File: config.mk
export PLATFORM = sky130hd
export DESIGN_NAME = multicycle_alu_flat
export DESIGN_NICKNAME = d
export VERILOG_FILES = /design/src/rtl/multicycle_alu_if.sv /design/src/rtl/multicycle_alu.sv /design/src/flat_wrapper.sv
export SDC_FILE = /design/constraint.sdc
export NUM_CORES = 1
export LEC_CHECK = 0
export CORE_MARGIN = 2
export CORE_UTILIZATION = 45
export DETAILED_ROUTE_END_ITERATION = 8
export HOLD_SLACK_MARGIN = 0.12
export MAX_ROUTING_LAYER = met4
export PLACE_DENSITY = 0.76
export SLEW_MARGIN = 30
export SYNTH_ARGS = -nofsm -noshare
export SYNTH_HDL_FRONTEND = slang
export SYNTH_SLANG_ARGS = --single-unit
File: constraint.sdc
create_clock -name clk -period 3.8 [get_ports clk]
set_clock_uncertainty 0.15 [all_clocks]
set_input_delay 0.76 -clock clk [delete_from_list [all_inputs] [get_ports clk]]
set_output_delay 0.76 -clock clk [all_outputs]
set_load 0.01 [all_outputs]
File: src/rtl/multicycle_alu_if.sv
// Request/response bundle for multicycle_alu.
// master: the requester/consumer side; slave: the ALU itself.
interface multicycle_alu_if #(
  parameter int WIDTH = 32
);
  logic             in_valid;
  logic             in_ready;
  logic [3:0]       op;
  logic [WIDTH-1:0] operand1;
  logic [WIDTH-1:0] operand2;
  logic             out_valid;
  logic             out_ready;
  logic [WIDTH-1:0] result;
  logic             zero_flag;
  logic             neg_flag;
  logic             carry_flag;
  logic             ovf_flag;
  logic             illegal_op;

  modport master (
    output in_valid, op, operand1, operand2, out_ready,
    input  in_ready, out_valid, result,
    input  zero_flag, neg_flag, carry_flag, ovf_flag, illegal_op
  );

  modport slave (
    input  in_valid, op, operand1, operand2, out_ready,
    output in_ready, out_valid, result,
    output zero_flag, neg_flag, carry_flag, ovf_flag, illegal_op
  );
endinterface

File: src/rtl/multicycle_alu.sv
// multicycle_alu: handshaked ALU with a registered result and NZCV-style flags.
// Single-cycle ops complete at the accept edge; MUL is an iterative
// shift-add taking WIDTH/MUL_RADIX_BITS cycles in BUSY.
// Optional feature macro: ALU_MUL_EN (MUL support). When undefined, opcode 8
// is treated as illegal and no BUSY state or multiplier is built.
module multicycle_alu #(
  parameter int WIDTH          = 32,
  parameter int MUL_RADIX_BITS = 1
) (
  input logic            clk,
  input logic            rst_n,
  multicycle_alu_if.slave bus
);

  localparam int SHW = $clog2(WIDTH);

  if ((WIDTH < 8) || ((WIDTH % MUL_RADIX_BITS) != 0)) begin : g_cfg_error
    $error("multicycle_alu: WIDTH must be >= 8 and divisible by MUL_RADIX_BITS");
  end

  typedef enum logic [3:0] {
    OP_ADD = 4'd0,
    OP_SUB = 4'd1,
    OP_AND = 4'd2,
    OP_OR  = 4'd3,
    OP_XOR = 4'd4,
    OP_SLT = 4'd5,
    OP_SLL = 4'd6,
    OP_SRL = 4'd7,
    OP_MUL = 4'd8
  } op_t;

  typedef enum logic [1:0] {
    IDLE = 2'd0,
    DONE = 2'd1
`ifdef ALU_MUL_EN
    , BUSY = 2'd2
`endif
  } state_t;

  state_t           state, state_next;
  logic             accept;
  logic             load_alu;
  logic [WIDTH-1:0] a, b;

  logic [WIDTH-1:0] alu_r;
  logic             alu_c, alu_v, alu_ill;
  logic [WIDTH:0]   add_full, sub_full;

  logic [WIDTH-1:0] result_q;
  logic             zero_q, neg_q, carry_q, ovf_q, ill_q;

  assign a      = bus.operand1;
  assign b      = bus.operand2;
  assign accept = bus.in_valid && (state == IDLE);

`ifdef ALU_MUL_EN
  localparam int K     = WIDTH / MUL_RADIX_BITS;
  localparam int CNT_W = (K > 1) ? $clog2(K) : 1;

  logic             is_mul, mul_last;
  logic [WIDTH-1:0] mcand, mplier, acc, acc_next;
  logic [CNT_W-1:0] cnt;

  assign is_mul   = (bus.op == OP_MUL);
  assign mul_last = (state == BUSY) && (cnt == CNT_W'(K - 1));
  assign load_alu = accept && !is_mul;

  // Sum of this cycle's MUL_RADIX_BITS partial products onto the accumulator.
  always_comb begin
    acc_next = acc;
    for (int j = 0; j < MUL_RADIX_BITS; j++) begin
      if (mplier[j]) acc_next = acc_next + (mcand << j);
    end
  end

  // Multiplier operands, accumulator and step counter.
  always_ff @(posedge clk or negedge rst_n) begin
    if (!rst_n) begin
      mcand  <= '0;
      mplier <= '0;
      acc    <= '0;
      cnt    <= '0;
    end else if (accept && is_mul) begin
      mcand  <= a;
      mplier <= b;
      acc    <= '0;
      cnt    <= '0;
    end else if (state == BUSY) begin
      mcand  <= mcand << MUL_RADIX_BITS;
      mplier <= mplier >> MUL_RADIX_BITS;
      acc    <= acc_next;
      cnt    <= cnt + 1'b1;
    end
  end
`else
  assign load_alu = accept;
`endif

  // State register.
  // NOTE: sequential state uses non-blocking assignments so every flop samples pre-edge values.
  always_ff @(posedge clk or negedge rst_n) begin
    if (!rst_n) state <= IDLE;
    else        state <= state_next;
  end

  // Next-state logic.
  // NOTE: every signal assigned in always_comb gets a default first, so no latch is inferred.
  always_comb begin
    state_next = state;
    unique case (state)
      IDLE: begin
        if (accept) begin
`ifdef ALU_MUL_EN
          state_next = is_mul ? BUSY : DONE;
`else
          state_next = DONE;
`endif
        end
      end
`ifdef ALU_MUL_EN
      BUSY: if (mul_last) state_next = DONE;
`endif
      DONE: if (bus.out_ready) state_next = IDLE;
      default: state_next = IDLE;
    endcase
  end

  // Handshake outputs decoded from state.
  always_comb begin
    bus.in_ready  = (state == IDLE);
    bus.out_valid = (state == DONE);
  end

  // Single-cycle operations evaluated straight from the request lines.
  always_comb begin
    add_full = {1'b0, a} + {1'b0, b};
    sub_full = {1'b0, a} + {1'b0, ~b} + (WIDTH+1)'(1);
    alu_r    = '0;
    alu_c    = 1'b0;
    alu_v    = 1'b0;
    alu_ill  = 1'b0;
    case (bus.op)
      OP_ADD: begin
        alu_r = add_full[WIDTH-1:0];
        alu_c = add_full[WIDTH];
        alu_v = (a[WIDTH-1] == b[WIDTH-1]) && (alu_r[WIDTH-1] != a[WIDTH-1]);
      end
      OP_SUB: begin
        alu_r = sub_full[WIDTH-1:0];
        alu_c = sub_full[WIDTH];  // 1 means no borrow
        alu_v = (a[WIDTH-1] != b[WIDTH-1]) && (alu_r[WIDTH-1] != a[WIDTH-1]);
      end
      OP_AND: alu_r = a & b;
      OP_OR:  alu_r = a | b;
      OP_XOR: alu_r = a ^ b;
      OP_SLT: alu_r = WIDTH'($signed(a) < $signed(b));
      OP_SLL: alu_r = a << b[SHW-1:0];
      OP_SRL: alu_r = a >> b[SHW-1:0];
`ifdef ALU_MUL_EN
      OP_MUL: alu_r = '0;  // produced by the BUSY iteration instead
`endif
      default: alu_ill = 1'b1;
    endcase
  end

  // Result and flag registers: loaded at a single-cycle accept or at the last MUL step.
  always_ff @(posedge clk or negedge rst_n) begin
    if (!rst_n) begin
      result_q <= '0;
      zero_q   <= 1'b0;
      neg_q    <= 1'b0;
      carry_q  <= 1'b0;
      ovf_q    <= 1'b0;
      ill_q    <= 1'b0;
    end else if (load_alu) begin
      result_q <= alu_r;
      zero_q   <= (alu_r == '0);
      neg_q    <= alu_r[WIDTH-1];
      carry_q  <= alu_c;
      ovf_q    <= alu_v;
      ill_q    <= alu_ill;
    end
`ifdef ALU_MUL_EN
    else if (mul_last) begin
      result_q <= acc_next;
      zero_q   <= (acc_next == '0);
      neg_q    <= acc_next[WIDTH-1];
      carry_q  <= 1'b0;
      ovf_q    <= 1'b0;
      ill_q    <= 1'b0;
    end
`endif
  end

  assign bus.result     = result_q;
  assign bus.zero_flag  = zero_q;
  assign bus.neg_flag   = neg_q;
  assign bus.carry_flag = carry_q;
  assign bus.ovf_flag   = ovf_q;
  assign bus.illegal_op = ill_q;

endmodule

File: src/flat_wrapper.sv
// flat-port wrapper written by rule: the top's interface ports become plain ports
module multicycle_alu_flat 
#(
  parameter int WIDTH          = 32,
  parameter int MUL_RADIX_BITS = 1
)
  (clk, rst_n, bus_in_valid, bus_op, bus_operand1, bus_operand2, bus_out_ready, bus_in_ready, bus_out_valid, bus_result, bus_zero_flag, bus_neg_flag, bus_carry_flag, bus_ovf_flag, bus_illegal_op);
  multicycle_alu_if #(.WIDTH(WIDTH)) bus_i ();
  input logic clk;
  input logic rst_n;
  input wire logic [$bits(bus_i.in_valid)-1:0] bus_in_valid;
  input wire logic [$bits(bus_i.op)-1:0] bus_op;
  input wire logic [$bits(bus_i.operand1)-1:0] bus_operand1;
  input wire logic [$bits(bus_i.operand2)-1:0] bus_operand2;
  input wire logic [$bits(bus_i.out_ready)-1:0] bus_out_ready;
  output wire logic [$bits(bus_i.in_ready)-1:0] bus_in_ready;
  output wire logic [$bits(bus_i.out_valid)-1:0] bus_out_valid;
  output wire logic [$bits(bus_i.result)-1:0] bus_result;
  output wire logic [$bits(bus_i.zero_flag)-1:0] bus_zero_flag;
  output wire logic [$bits(bus_i.neg_flag)-1:0] bus_neg_flag;
  output wire logic [$bits(bus_i.carry_flag)-1:0] bus_carry_flag;
  output wire logic [$bits(bus_i.ovf_flag)-1:0] bus_ovf_flag;
  output wire logic [$bits(bus_i.illegal_op)-1:0] bus_illegal_op;
  assign bus_i.in_valid = bus_in_valid;
  assign bus_i.op = bus_op;
  assign bus_i.operand1 = bus_operand1;
  assign bus_i.operand2 = bus_operand2;
  assign bus_i.out_ready = bus_out_ready;
  assign bus_in_ready = bus_i.in_ready;
  assign bus_out_valid = bus_i.out_valid;
  assign bus_result = bus_i.result;
  assign bus_zero_flag = bus_i.zero_flag;
  assign bus_neg_flag = bus_i.neg_flag;
  assign bus_carry_flag = bus_i.carry_flag;
  assign bus_ovf_flag = bus_i.ovf_flag;
  assign bus_illegal_op = bus_i.illegal_op;
  multicycle_alu #(.WIDTH(WIDTH), .MUL_RADIX_BITS(MUL_RADIX_BITS)) u_core (.clk(clk), .rst_n(rst_n), .bus(bus_i));
endmodule
# After elaboration in Yosys (flattened, before gate mapping)
# Index checks and enable logic that the tools add are counted.
# word_totals
out_inout_bits	39
in_bits	72
register_bits	39
elab_cells	46
# classes
magnitude_cmp	1
shifts	2
n_reduce_logical	8
n_addsub	3
bitwise	4
eq_ne	14
n_mux	7
# ops
op	n
one-hot mux 32 bit (8 select lines)	1
adder 32 x 32 -> 33 bit	2
adder 33 x 1 -> 33 bit (second input constant)	1
bitwise AND 32 bit	1
zero test 32 bit	1
< comparator 32 bit	1
NOT 32 bit	1
OR 32 bit	1
left shift 32 x 5 -> 32 bit	1
right shift 32 x 5 -> 32 bit	1
XOR 32 bit	1
equality test 4 x 3 -> 1 bit (second input constant)	4
equality test 4 x 2 -> 1 bit (second input constant)	2
OR reduction 8 bit	1
equality test 4 x 1 -> 1 bit (second input constant)	1
zero test 4 bit	1
2-to-1 mux 2 bit	2
one-hot mux 1 bit (2 select lines)	2
one-hot mux 2 bit (2 select lines)	1
logical AND 1 bit	3
!= test 1 bit	3
equality test 2 x 1 -> 1 bit (second input constant)	1
zero test 2 bit	1
!= test 2 x 1 -> 1 bit (second input constant)	1
other kinds (4)	4

# Logic depth before layout (Yosys ltp)
# depth
ltp_word	6
mapped_depth	18
ltp_nobuf	14

# Least setup slack after synthesis
# No wires, ideal clock.
# synth_timing
path_type	in2reg
startpoint	in bus_operand2[3]
endpoint	reg u_core.zero_q (netlist: u_core.bus.zero_flag)
t_required_ns	3.547
cell_stages	17
t_arrival_ns	4.652
path_buffers	5
slack_ns	-1.105
setup_ns	0.103
cell_sequence	buf_4 buf_2 clkinv_1 clkbuf_1 clkbuf_1 ha_1 buf_2 nor4b_1 o311a_1 o31ai_1 o221ai_1 a211o_1 nand2_1 a31oi_1 a2111oi_0 nand4_1 o41ai_2
# synth_via
elab_chain_cells	5
word_cells_on_any_way	12
classes_between	add/sub: 3; order compare: 1; shift: 2; mux: 1; bitwise: 4; reduce/logical: 1
# synth_rtl
element	line_no	rtl
from (decl)	flat_wrapper.sv:14	input wire logic [$bits(bus_i.operand2)-1:0] bus_operand2;
NOT 32 bit	multicycle_alu.sv:138	sub_full = {1'b0, a} + {1'b0, ~b} + (WIDTH+1)'(1);
adder 32 x 32 -> 33 bit	multicycle_alu.sv:138	
adder 33 x 1 -> 33 bit	multicycle_alu.sv:138	
one-hot mux 32 bit (8 select lines) (*)	multicycle_alu.sv:143	case (bus.op)
zero test 32 bit (*)	multicycle_alu.sv:178	zero_q <= (alu_r == '0);
to (signal assigned)	multicycle_alu.sv:178	
to (decl)	multicycle_alu.sv:51	logic zero_q, neg_q, carry_q, ovf_q, ill_q;
# Mark *: on every way between the ends. The rest lies on a longest branch, timed or not.
# A chain may end at the register's enable or synchronous reset.

# Worst setup path after layout
# layout_timing
startpoint	in bus_operand2[1]
endpoint	reg u_core.zero_q (netlist: u_core.bus.zero_flag)
# Same word-level chain as after synthesis.

==> impl_metrics.yaml <==
timing:
  finalHoldViolations: 0
  tightest_slew_ns: 1.13
  rsz0062_at_grt: "yes"
  relSlewSlack: 0.239
  holdWs_ns: 0.341
  slew_violations: 0
  worst_slack_ns: -0.425
  final.period_utilization: 1.11
  timing.final.crit_period_ns: 4.23
  fmax_ghz: 0.237
  setup_viol: 7
route:
  via_count: 16918
  wl_per_cell_um: 26.9
  drt_pre_antenna_iters: 6
  drtIter0Drc: 2216
  drc: 0
  viasPerCell: 6.67
  wl_um: 68200
  antenna_left: 0
place:
  place.gp.congestion: 1.13
  port_buffers: 110
  dp_hpwl_um: 52500
  dp_slack_ns: -1.41
global_route:
  grt_pass1_vias: 16114
  antenna_found_initial: 6
  grt_usage: 0.502
  grt_max_degree: 57
  grt_pass1_wl_um: 98000
  grt_overflow: 0
run:
  drv_cap: 0
setup_path:
  critPathLaunchType: "input pin"
  cp.required_ns: 3.82
  critPathMaxFanout: 28
  cp_slowest_cell: "a2111o_1"
  r2r_cells: 13
  crit_type: "input pin to register"
  cp-startpoint: "bus_operand2[1]"
  r2r_start: "u_core.state[0]"
  end_kind: "register"
  crit_path_cell_trace: "buf_4 > clkinvlp_4 > buf_6 > buf_4 > mux2i_1 > o221ai_1 > a2111o_1 > a211oi_2 > nand3_2 > nor3_1 > and4_1 > o2111ai_1 > o41ai_2"
  critPathMostFrequentCell: "buf_4"
  cp-endpoint: "u_core.bus.zero_flag"
  cp_data_arrival_time_ns: 4.25
  reg2reg_to: "u_core.bus.zero_flag"
  slowest_delay_ns: 0.61
  r2r_setup_slack_ns: 0.71
cts:
  clk_latency_ns: 0.28
  ctsLongestPathBuffers: 2
  numCtsBuffers: 5
  cts-htree-levels: 2
  clkSinkCount: 37
  clk_root_buffer_cell: "clkbuf_16"
  tritoncts: "done"
  clkTransAtPathRegs_ns: 0.05
logic_synthesis:
  synth-simple-area-share: 0.206
  synth_top_family_by_area: "compound AO/OA/AOI/OAI gates"
  synthCells: 1534
  synth_edf_count: 0
  synthXorXnorAreaFrac: 0.00923
  synth-compound-area-share: 0.302
  synth_area_um2: 11400
  synthAdderAreaFrac: 0.121
  synth_mux_area_frac: 0.195
  synth_flop_cell: "dfrtp_1"
  synth_cell_types: 86
  synth_nets: 1715
  synth-async-reset-ratio: 1.00
  ys_ff_latch: 37
  syn_area_per_cell_um2: 7.42
  yosys_warnings: 0
  yosysSeqAreaShare: 0.0813
final_layout:
  syn2layout_area_growth_pct: 66.2
  finalNetCount: 2379
  drive_gt1_frac: 0.452
  layout_commonest_cell: "buf_4"
  layout_common_cells: "buf_4 (639), nor2_1 (153), nand2_1 (141), a21oi_1 (97), ha_1 (75)"
floorplan:
  design.die.area_um2: 26600
  row_count: 58
  ios: 111
  die_w_um: 163
  coreArea_um2: 25000
  start_util: 0.455
  die_y_um: 163
min_path:
  hold_path.class: "register to register"
run_status:
  status: "finished, violations left"
  violations: "negative setup slack"
pwr:
  power_leakage_uw: 0.00853
  power_density_nw_per_um2: 212
  finalPower_uw: 4010
  ir_drop_mv: 0.357
[sequential cells by signal (all words and copies together), names as in the netlist]
name / count
u_core.bus.zero_flag: 1
u_core.bus.carry_flag: 1
u_core.bus.ovf_flag: 1
u_core.bus.result: 31
u_core.state: 1
u_core.bus.illegal_op: 1
u_core.bus.neg_flag: 1
[critical path, delay by kind of cell]
kind / cells / cell delay (ns)
AO/OA/AOI/OAI: 5 / 1.68
buffers and inverters: 4 / 0.86
multiplexers: 1 / 0.34
AND/OR/NAND/NOR: 3 / 0.56
[metrics by stage]
step	util	setup TNS (ns)	cell area [um2]	std cells
after global placement	0.688	-14.06	17200	2466
final	0.756	-1.15	18900	2535
after global routing	0.755	-1.88	18900	2534
after floorplan	-	-0.443	11600	1534
after detailed placement	0.688	-16.00	17200	2466
after CTS	0.738	-0.360	18500	2518
[layout make-up]
cell class              instances  area [um2]
repair buffers                790        6360
clock buffers                   7         143
inverters                     101         393
multi-input cells            1263       10700
fillers                      1874        6120
well taps                     330         413
diodes                          7        17.5
flip-flops and latches         37         926
[synth_stat cells, types with 15 or more instances]
cell type,count,area [um2]
a211oi_1,37,278
nor2b_1,25,156
clkbuf_1,94,353
ha_1,107,1340
mux2_2,18,203
buf_2,18,90.1
inv_1,98,368
o31ai_1,19,143
nand4_1,15,93.8
nand3_1,31,155
o211ai_1,22,165
nand2_1,142,533
a31oi_1,26,163
nor2_1,164,616
mux4_2,67,1510
o21ai_0,81,405
dfrtp_1,37,926
o221ai_1,19,166
mux2i_1,46,460
nor3_1,38,190
a22oi_1,15,113
a21oi_1,122,611
nor4_1,15,93.8
[kinds of logic after synthesis]
kind of cell	count (synthesis)
AO/OA/AOI/OAI	505
XOR/XNOR	12
adder cells (fa/ha/maj)	109
buffers and inverters	234
flip-flops	37
multiplexers	135
AND/OR/NAND/NOR	502
[how the worst min path moves through the flow]
stage / from / endpoint / slack (ns) / cells past startpoint
2_1_floorplan: rst_n / u_core.bus.carry_flag / 0.31 / 0
3_5_place_dp: u_core.bus.result[28] / u_core.bus.result[28] / 0.32 / 2
6_report: u_core.bus.result[8] / u_core.bus.result[8] / 0.34 / 2
3_3_place_gp: u_core.bus.result[18] / u_core.bus.result[18] / 0.31 / 2
4_1_cts: u_core.bus.result[28] / u_core.bus.result[28] / 0.33 / 2
5_1_grt: u_core.bus.result[28] / u_core.bus.result[28] / 0.38 / 2
[report_power, final]
group / total (uW) / internal (uW) / switching [uW]
combinational: 3090 / 1490 / 1600
sequential: 529 / 478 / 51.6
clock: 397 / 257 / 140
[repair_timing]
action | 4_1_cts | 5_1_grt
cloned | 1 | 2
resized for setup | 241 | 94
buffers inserted | 46 | 12
hold endpoints to repair | 0 | 0
hold buffers | 0 | 0
endpoints found under the setup margin | 21 | 18
pin swaps | 55 | 29
[per-layer routing]
| layer | up-vias | track usage | wire length (um) |
|---|---|---|---|
| li1 | 7120 | - | - |
| met1 | 7864 | 0.627 | 25100 |
| met2 | 1466 | 0.754 | 28900 |
| met3 | 468 | 0.0967 | 8620 |
| met4 | 0 | 0.297 | 5590 |
| met5 | - | - | 0 |
(Power assumes the default switching activity.)
